## src/rtl/sequence_player_module_if.sv

```systemverilog
// Generator-to-player link: a colour value qualified by a ready strobe.
interface sequence_player_module_if;
    logic [2:0] value;
    logic       ready;

    modport master (output value, output ready);
    modport slave  (input value, input ready);
endinterface

```

## src/rtl/sequence_player_module.sv

```systemverilog
// Stores generated colours, replays them with timed ON/OFF phases, then
// checks the player's guesses against the stored sequence.
module sequence_player_module #(
    parameter int MAX_LEN    = 32,
    parameter int ON_CYCLES  = 25_000_000,
    parameter int OFF_CYCLES = 12_500_000,
    localparam int LEN_W     = $clog2(MAX_LEN + 1)
) (
    input  logic                     i_clk,
    input  logic                     i_rst_n,
    sequence_player_module_if.slave  controls,
    input  logic                     i_enable,
    input  logic                     i_clear,
    input  logic                     i_play,
    input  logic                     i_guess_valid,
    input  logic [2:0]               i_guess,
    output logic [2:0]               o_color,
    output logic                     o_color_valid,
    output logic                     o_show_done,
    output logic                     o_round_ok,
    output logic                     o_round_fail,
    output logic                     o_drop,
    output logic [LEN_W-1:0]         o_length,
    output logic                     o_busy
);

    localparam int MAX_PH = (ON_CYCLES > OFF_CYCLES) ? ON_CYCLES : OFF_CYCLES;
    localparam int TMR_W  = (MAX_PH > 1) ? $clog2(MAX_PH) : 1;
    localparam int IDX_W  = (MAX_LEN > 1) ? $clog2(MAX_LEN) : 1;

    localparam logic [TMR_W-1:0] TMR_ON  = TMR_W'(ON_CYCLES - 1);
    localparam logic [TMR_W-1:0] TMR_OFF = TMR_W'(OFF_CYCLES - 1);
    localparam logic [LEN_W-1:0] LEN_MAX = LEN_W'(MAX_LEN);
    localparam logic [LEN_W-1:0] LEN_ONE = LEN_W'(1);

    typedef enum logic [1:0] {IDLE, SHOW_ON, SHOW_OFF, CHECK} state_t;

    state_t             state_q, state_d;
    logic [LEN_W-1:0]   length_q, length_d;
    logic [LEN_W-1:0]   index_q, index_d;
    logic [TMR_W-1:0]   timer_q, timer_d;
    logic               ready_prev_q;
    logic [2:0]         color_q, color_d;
    logic               color_valid_q, color_valid_d;
    logic               show_done_q, show_done_d;
    logic               round_ok_q, round_ok_d;
    logic               round_fail_q, round_fail_d;
    logic               drop_q, drop_d;
    logic               busy_q, busy_d;

    logic [2:0]         mem_q [MAX_LEN];
    logic               mem_we;
    logic [IDX_W-1:0]   mem_waddr;
    logic [2:0]         mem_wdata;

    logic               rise, value_ok, append, last;
    logic [LEN_W-1:0]   len_eff, idx_inc;
    logic [2:0]         cur_mem, next_mem, first_color;

    always_comb begin
        rise     = controls.ready & ~ready_prev_q;
        value_ok = (controls.value != 3'd0) && (controls.value <= 3'd4);
        append   = rise && (state_q == IDLE) && i_enable && !i_clear &&
                   (length_q < LEN_MAX) && value_ok;
        len_eff  = append ? length_q + LEN_ONE : length_q;
        last     = (index_q == length_q - LEN_ONE);
        idx_inc  = index_q + LEN_ONE;
        cur_mem  = mem_q[index_q[IDX_W-1:0]];
        next_mem = mem_q[idx_inc[IDX_W-1:0]];
        // The value appended in the play cycle is not in memory yet.
        first_color = (length_q == '0) ? controls.value : mem_q[0];
    end

    always_comb begin
        state_d       = state_q;
        length_d      = length_q;
        index_d       = index_q;
        timer_d       = timer_q;
        color_d       = 3'd0;
        color_valid_d = 1'b0;
        show_done_d   = 1'b0;
        round_ok_d    = 1'b0;
        round_fail_d  = 1'b0;
        drop_d        = rise & ~append;
        mem_we        = append;
        mem_waddr     = length_q[IDX_W-1:0];
        mem_wdata     = controls.value;

        if (!i_enable) begin
            state_d = IDLE;
            index_d = '0;
            timer_d = '0;
        end else begin
            case (state_q)
                IDLE: begin
                    if (i_clear) begin
                        length_d = '0;
                    end else begin
                        length_d = len_eff;
                        if (i_play) begin
                            if (len_eff == '0) begin
                                show_done_d = 1'b1;
                            end else begin
                                state_d       = SHOW_ON;
                                index_d       = '0;
                                timer_d       = TMR_ON;
                                color_d       = first_color;
                                color_valid_d = 1'b1;
                            end
                        end
                    end
                end
                SHOW_ON: begin
                    if (timer_q == '0) begin
                        state_d = SHOW_OFF;
                        timer_d = TMR_OFF;
                    end else begin
                        timer_d       = timer_q - TMR_W'(1);
                        color_d       = color_q;
                        color_valid_d = 1'b1;
                    end
                end
                SHOW_OFF: begin
                    if (timer_q != '0) begin
                        timer_d = timer_q - TMR_W'(1);
                    end else if (last) begin
                        state_d     = CHECK;
                        index_d     = '0;
                        show_done_d = 1'b1;
                    end else begin
                        state_d       = SHOW_ON;
                        index_d       = idx_inc;
                        timer_d       = TMR_ON;
                        color_d       = next_mem;
                        color_valid_d = 1'b1;
                    end
                end
                CHECK: begin
                    if (i_guess_valid) begin
                        if (i_guess != cur_mem) begin
                            round_fail_d = 1'b1;
                            state_d      = IDLE;
                            index_d      = '0;
                        end else if (last) begin
                            round_ok_d = 1'b1;
                            state_d    = IDLE;
                            index_d    = '0;
                        end else begin
                            index_d = idx_inc;
                        end
                    end
                end
                default: state_d = IDLE;
            endcase
        end
        busy_d = (state_d != IDLE);
    end

    always_ff @(posedge i_clk or negedge i_rst_n) begin
        if (!i_rst_n) begin
            state_q       <= IDLE;
            length_q      <= '0;
            index_q       <= '0;
            timer_q       <= '0;
            ready_prev_q  <= 1'b0;
            color_q       <= 3'd0;
            color_valid_q <= 1'b0;
            show_done_q   <= 1'b0;
            round_ok_q    <= 1'b0;
            round_fail_q  <= 1'b0;
            drop_q        <= 1'b0;
            busy_q        <= 1'b0;
        end else begin
            state_q       <= state_d;
            length_q      <= length_d;
            index_q       <= index_d;
            timer_q       <= timer_d;
            ready_prev_q  <= controls.ready;
            color_q       <= color_d;
            color_valid_q <= color_valid_d;
            show_done_q   <= show_done_d;
            round_ok_q    <= round_ok_d;
            round_fail_q  <= round_fail_d;
            drop_q        <= drop_d;
            busy_q        <= busy_d;
        end
    end

    // Sequence storage carries no reset; only entries below length are read.
    always_ff @(posedge i_clk) begin
        if (mem_we) mem_q[mem_waddr] <= mem_wdata;
    end

    assign o_color       = color_q;
    assign o_color_valid = color_valid_q;
    assign o_show_done   = show_done_q;
    assign o_round_ok    = round_ok_q;
    assign o_round_fail  = round_fail_q;
    assign o_drop        = drop_q;
    assign o_length      = length_q;
    assign o_busy        = busy_q;

endmodule
```

## src/flat_wrapper.sv

```systemverilog
// flat-port wrapper written by rule: the top's interface ports become plain ports
module sequence_player_module_flat 
#(
    parameter int MAX_LEN    = 32,
    parameter int ON_CYCLES  = 25_000_000,
    parameter int OFF_CYCLES = 12_500_000,
    localparam int LEN_W     = $clog2(MAX_LEN + 1)
)
  (i_clk, i_rst_n, i_enable, i_clear, i_play, i_guess_valid, i_guess, o_color, o_color_valid, o_show_done, o_round_ok, o_round_fail, o_drop, o_length, o_busy, controls_value, controls_ready);
  sequence_player_module_if controls_i ();
  input  logic i_clk;
  input  logic i_rst_n;
  input  logic i_enable;
  input  logic i_clear;
  input  logic i_play;
  input  logic i_guess_valid;
  input  logic [2:0] i_guess;
  output logic [2:0] o_color;
  output logic o_color_valid;
  output logic o_show_done;
  output logic o_round_ok;
  output logic o_round_fail;
  output logic o_drop;
  output logic [LEN_W-1:0] o_length;
  output logic o_busy;
  input wire logic [$bits(controls_i.value)-1:0] controls_value;
  input wire logic [$bits(controls_i.ready)-1:0] controls_ready;
  assign controls_i.value = controls_value;
  assign controls_i.ready = controls_ready;
  sequence_player_module #(.MAX_LEN(MAX_LEN), .ON_CYCLES(ON_CYCLES), .OFF_CYCLES(OFF_CYCLES)) u_core (.i_clk(i_clk), .i_rst_n(i_rst_n), .controls(controls_i), .i_enable(i_enable), .i_clear(i_clear), .i_play(i_play), .i_guess_valid(i_guess_valid), .i_guess(i_guess), .o_color(o_color), .o_color_valid(o_color_valid), .o_show_done(o_show_done), .o_round_ok(o_round_ok), .o_round_fail(o_round_fail), .o_drop(o_drop), .o_length(o_length), .o_busy(o_busy));
endmodule
```

## config.mk

```make
export PLATFORM = sky130hd
export DESIGN_NAME = sequence_player_module_flat
export DESIGN_NICKNAME = d
export VERILOG_FILES = /design/src/rtl/sequence_player_module_if.sv /design/src/rtl/sequence_player_module.sv /design/src/flat_wrapper.sv
export SDC_FILE = /design/constraint.sdc
export NUM_CORES = 1
export LEC_CHECK = 0
export CELL_PAD_IN_SITES_DETAIL_PLACEMENT = 1
export CELL_PAD_IN_SITES_GLOBAL_PLACEMENT = 1
export CORE_MARGIN = 2
export CORE_UTILIZATION = 51
export CTS_CLUSTER_DIAMETER = 200
export CTS_CLUSTER_SIZE = 30
export DETAILED_ROUTE_END_ITERATION = 10
export PLACE_DENSITY_LB_ADDON = 0.3
export SLEW_MARGIN = 10
export SYNTH_ARGS = -nofsm -noshare
export SYNTH_HDL_FRONTEND = slang
export SYNTH_SLANG_ARGS = --single-unit
```

## constraint.sdc

```tcl
create_clock -name i_clk -period 3.9 [get_ports i_clk]
set_clock_uncertainty 0.15 [all_clocks]
set_input_delay 0.585 -clock i_clk [delete_from_list [all_inputs] [get_ports i_clk]]
set_output_delay 0.585 -clock i_clk [all_outputs]
set_load 0.005 [all_outputs]
```

==> metrics.txt, run 1 <==
status=completed; CTS Buffer Depth=2; Total GRT Usage=30.1%; crit path kind=register to register; final hold vios=0; reg2reg setup slack=300 ps; HPWL after DPL=16,400 um; setup bufs post-CTS=0; post-layout util=60.4%; vias in the first global route=6,483; fin crit period=3600 ps; RSZ-0062 raised after global routing=false; Area Growth Syn to Fin=14.8%; CP Launch Point=u_core.index_q[2]; Distinct cells, synth=71; DR pass1 iterations=5; Synth Area in XOR/XNOR=2.18%; Via density=6.59; die area=0.0168 mm2; Num CTS Buffers=17; drt wl/cell=25.8 um; CTS H-tree depth=4; GP Congestion=0.846; largest family of logic cells by synthesized area=multiplexers; R2R Path Start=u_core.index_q[2]; Synth Area in Compound Gates=13.4%; Min Hold Slack=167 ps; Startpoint Class=register; CP Capture Point=u_core.index_q[0]; net count after synthesis=692; first-pass GRT wire length=37,500 um; Total Power=5.03 mW; Max Cap Viol=0; cells after synthesis=668; CTS tree=done; CP endpoint kind=register; top cell type's share of synthesized area=35.8%; clock-pin slew on the worst setup and hold paths=60 ps; I/O Pins=28; Reg2Reg Depth=9; diode count=0; layout cells sized above 1=17.2%; largest net degree at the start of global routing=43; Cell Pwr Density=544 mW/mm2; Initial Util=52.6%; fin crit share=92.4%; synth top area cells=edfxtp_1 36%, dfrtp_1 15%, mux4_2 10%; Detail Route Antenna Nets=0; core area=0.0153 mm2; Synth Warn #=0; Hold WC Path Type=input pin to asynchronous set/reset pin; Routed WL=23,900 um; initial antenna violation count=0; ys async rst share=33.8%; multiplexer share of the synthesized area=16.1%; #FFs+latches synth=145; CTS resizes=0; Primary FF master, synth=edfxtp_1; CTS Hold Bufs=0; Overflow after GRT=0; final setup violating endpoints=0; standard-cell rows=45; Simple-Gate Fraction of Synth Area=12.6%; detailed-route via count=6,103; # port buffers=27; post-synthesis sequential area ratio=51.0%; Post-synth EDFFs=96; Post-layout nets=726; clock sink total=145; Worst IR Drop VDD=0.000350 V; Avg Inst Size Synth=12.1 um2; Worst slew margin=27.6%; Setup TNS=0 ps; DRC=0; root buffer cell=clkbuf_16; Critical Path AT=3770 ps; commonest non-fill, non-tap cell in the layout=edfxtp_1; FMAX=0.277 GHz; worst-margin pin slew=1080 ps; largest area contributor in the synthesized netlist=edfxtp_1; Crit Path Max Fanout=15; commonest non-fill, non-tap cells in the layout=96 x edfxtp_1, 74 x nor2_1, 48 x nand2_1, 47 x dfrtp_1, 42 x mux2i_1; 1st-iter DRT viols=578; P_leak=3.17 nW; Req. time, crit path=4070 ps; Die Ht=130 um; post-synthesis adder-cell area fraction=1.71%; placed cell count=894; number of fill cells=1,548; clock latency at the later pin of the worst-skew pair=440 ps; R2R Path End=u_core.index_q[0]; die width=130 um; Final Slew Violations=0; fin cells=926; synthesized cell area=0.00805 mm2
-- final cells by class --
cell class	count	area (um2)	area share [%]
Clock buffer	17	425	4.60
Timing Repair Buffer	53	498	5.39
Clock inverter	15	174	1.88
Inverter	17	63.8	0.690
Tap cell	211	264	2.86
Sequential cell	145	4110	44.5
Multi-Input combinational cell	468	3710	40.1
-- how the worst min path moves through the flow --
stage                   startpoint            endpoint  slack (ps)  cells after the start
2_1_floorplan              i_rst_n   u_core.index_q[0]         140                      0
3_3_place_gp   u_core.ready_prev_q       u_core.o_drop         280                      1
3_5_place_dp   u_core.ready_prev_q       u_core.o_drop         280                      1
4_1_cts                    i_rst_n  u_core.timer_q[18]         200                      1
5_1_grt                    i_rst_n  u_core.timer_q[18]         240                      1
6_report                   i_rst_n  u_core.timer_q[16]         170                      1
-- state kept, by name, summed over array words and instances, names as in the netlist, 2 cells and up --
name	count
u_core.mem_q	96
u_core.timer_q	25
u_core.index_q	6
u_core.o_length	6
u_core.o_color	3
u_core.state_q	2
-- where the power goes --
part | internal (mW) | switching [mW] | total [mW]
sequential | 1.74 | 0.115 | 1.85
clock | 0.962 | 0.715 | 1.68
combinational | 0.566 | 0.937 | 1.50
total | 3.26 | 1.77 | 5.03
-- through the flow --
| stage | setup slack, ps | area [um2] |
|---|---|---|
| global placement | 198 | 8640 |
| floorplan | 573 | 8050 |
| global route | 94.0 | 9240 |
| finish | 296 | 9240 |
| detailed placement | 47.8 | 8640 |
| CTS | 394 | 9240 |
-- synth_stat cells (all sizes together), types with 11 or more instances --
cell type,instances
xnor2,11
buf,17
mux4,37
clkbuf,21
ha,11
nor3,14
a21oi,39
inv,17
edfxtp,96
nand2,48
nor2,76
o21ai,31
mux2i,42
dfrtp,49
a22oi,17
-- metal layers --
layer	global-route usage, %	routed length (um)	up-vias
met3	7.97	1520	55
met1	41.9	10500	3155
met5	0	0	-
met4	12.1	714	0
met2	45.3	11200	248
li1	-	-	2645
-- kinds of logic after synthesis --
group                    Yosys count
multiplexers                      83
AND/OR/NAND/NOR                  204
AO/OA/AOI/OAI                    150
adder cells (fa/ha/maj)           11
buffers and inverters             55
flip-flops                       145
XOR/XNOR                          20
-- worst max-delay path, stage by stage, from the launching register on --
cell and delay [ps]:
dfrtp_1 720, nor2_1 340, a22oi_1 260, a21oi_1 130
a2111oi_0 820, xor2_1 150, nor3_1 280, buf_4 220
nand2_1 90, o41ai_1 340
Note: power is estimated with default switching activity, not from simulation.
==> inputs of run 2 (changes only) <==
Settings changed: CORE_UTILIZATION 51 to 35.
==> run 2 against run 1 <==
  * Register-to-register slack improved by 170 ps
  * Die area rose by 44%
  * Global-route usage fell by 9.6 points
  * Critical path depth rose by 1
  * Non-clock buffer count rose by 1
  * Worst setup slack improved by 170 ps
  * Cell count rose by 8.1%
  * Maximum frequency rose by 4.8%
  * Core utilization fell by 19 points
  * Worst hold slack improved by 140 ps
  * Clock-buffer cell count did not move
  * Critical path type is now input pin to register
  * Critical endpoint is now u_core.timer_q[21]
  * Largest power group unchanged
  * Highest routed layer unchanged
==> metrics.txt, run 2 (synthesized netlist as in run 1, its figures left out) <==
detailed-route via count=5,949 (-2.5%); crit path kind=input pin to register; Worst IR Drop VDD=0.000296 V (-15%); Detail Route Antenna Nets=0 (unchanged); Post-layout nets=727 (+0.14%); largest net degree at the start of global routing=46 (+7.0%); Initial Util=35.6% (-17 points); CTS Buffer Depth=2 (unchanged); layout cells sized above 1=17.2% (-0.024 points); max reg flops=96 (unchanged); standard-cell rows=55 (+22%); Startpoint Class=input pin; drt wl/cell=24.2 um (-6.4%); P_leak=3.19 nW (+0.48%); CP endpoint kind=register; # port buffers=27 (unchanged); HPWL after DPL=17,000 um (+3.7%); clock latency at the later pin of the worst-skew pair=420 ps (-20 ps); commonest non-fill, non-tap cell in the layout=edfxtp_1; I/O Pins=28 (unchanged); Via density=5.94 (-9.8%); core area=0.0226 mm2 (+48%); initial antenna violation count=0 (unchanged); Routed WL=24,200 um (+1.2%); setup bufs post-CTS=0 (unchanged); Max Cap Viol=0 (unchanged); die width=156 um (+20%); biggest regs=u_core.mem_q (96), u_core.timer_q (25); fin crit period=3440 ps (-166 ps); worst setup margin=462 ps (+166 ps); clock sink total=145 (unchanged); CTS H-tree depth=4 (unchanged); commonest non-fill, non-tap cells in the layout=96 x edfxtp_1, 74 x nor2_1, 48 x nand2_1, 47 x dfrtp_1, 42 x mux2i_1; first-pass GRT wire length=37,800 um (+0.79%); Crit Path Max Fanout=12 (-3); Critical Path AT=3600 ps (-170 ps); Cell Pwr Density=543 mW/mm2 (-0.27%); final setup violating endpoints=0 (unchanged); Biggest register=u_core.mem_q; Overflow after GRT=0 (unchanged); diode count=0 (unchanged); Total GRT Usage=20.5% (-9.6 points); Die Ht=156 um (+20%); GP Congestion=0.855 (+1.1%); CTS tree=done; FMAX=0.291 GHz (+4.8%); 1st-iter DRT viols=409 (-29%); clock-pin slew on the worst setup and hold paths=60 ps (about the same); RSZ-0062 raised after global routing=false; final hold vios=0 (unchanged); Setup TNS=0 ps (unchanged); pre-CTS setup slack=23.7 ps (-24.1 ps); Final Slew Violations=0 (unchanged); vias in the first global route=6,295 (-2.9%); worst-margin pin slew=748 ps (-330 ps); Num CTS Buffers=17 (unchanged); Area Growth Syn to Fin=15.9%; Req. time, crit path=4070 ps (about the same); fin crit share=88.2% (-4.3 points); die area=0.0242 mm2 (+44%); status=completed; DRC=0 (unchanged); Worst slew margin=50.0% (+22 points); DR pass1 iterations=5 (unchanged); Hold WC Path Type=register to register; root buffer cell=clkbuf_16
run 2: report_power, final:
part | switching (mW) | internal, mW | leakage, nW
combinational | 0.929 | 0.572 | 1.35
sequential | 0.114 | 1.74 | 1.53
clock | 0.737 | 0.978 | 0.303
total | 1.78 | 3.29 | 3.19
run 2: metal layers:
metal / up-vias / routed length, um / global-route usage, %
met2: 147 / 11500 / 32.8
met1: 3130 / 11200 / 29.1
met4: 0 / 296 / 4.37
met5: - / 0 / 0
met3: 28 / 1200 / 4.06
li1: 2644 / - / -
run 2: cell type report:
cell class	instances	area [um2]
Clock buffer	17	425
Clock inverter	15	189
Fill cell	2358	13300
Inverter	17	63.8
Multi-Input combinational cell	468	3710
Sequential cell	145	4110
Tap cell	285	357
Timing Repair Buffer	54	483
run 2: metrics by stage:
step	total power [mW]	hold slack (ps)	utilization, %	std cells	instance area, um2
4_1_cts	5.09	311	41.2	1001	9340
5_1_grt	5.33	328	41.2	1001	9340
3_3_place_gp	3.30	277	38.5	968	8710
3_5_place_dp	3.36	307	38.5	968	8710
2_1_floorplan	2.88	139	-	668	8050
6_report	5.07	302	41.2	1001	9340
run 2: final timing paths:
kind,slack [ps],endpoint,startpoint,depth (start not counted)
min in group asynchronous,520,u_core.timer_q[6],i_rst_n,2
hold reg to reg,300,u_core.o_drop,u_core.ready_prev_q,1
max in group asynchronous,2280,u_core.o_length[4],i_rst_n,3
hold / removal,300,u_core.o_drop,u_core.ready_prev_q,1
setup / recovery,460,u_core.timer_q[21],controls_ready,10
setup reg to reg,460,u_core.timer_q[10],u_core.timer_q[0],9
run 2: worst max-delay path, stage by stage:
cell and delay [ps]:
clkdlybuf4s50_1 490, or4b_4 490, nor4b_4 410, a21boi_1 130
o221a_2 310, a21oi_4 280, o221a_4 330, buf_4 240
nor2_1 70, a311oi_2 260
run 2: timing repair:
action                     4_1_cts  5_1_grt
hold endpoints to repair        21        0
hold buffers                     1        0
setup endpoints to repair        0        0
resized for setup                0        0
==> inputs of run 3 (changes only) <==
Settings changed: ABC_CLOCK_PERIOD_IN_PS set to 3900.
==> results of run 3 <==
Final layout, timing and power as in run 2 (identical DEF).
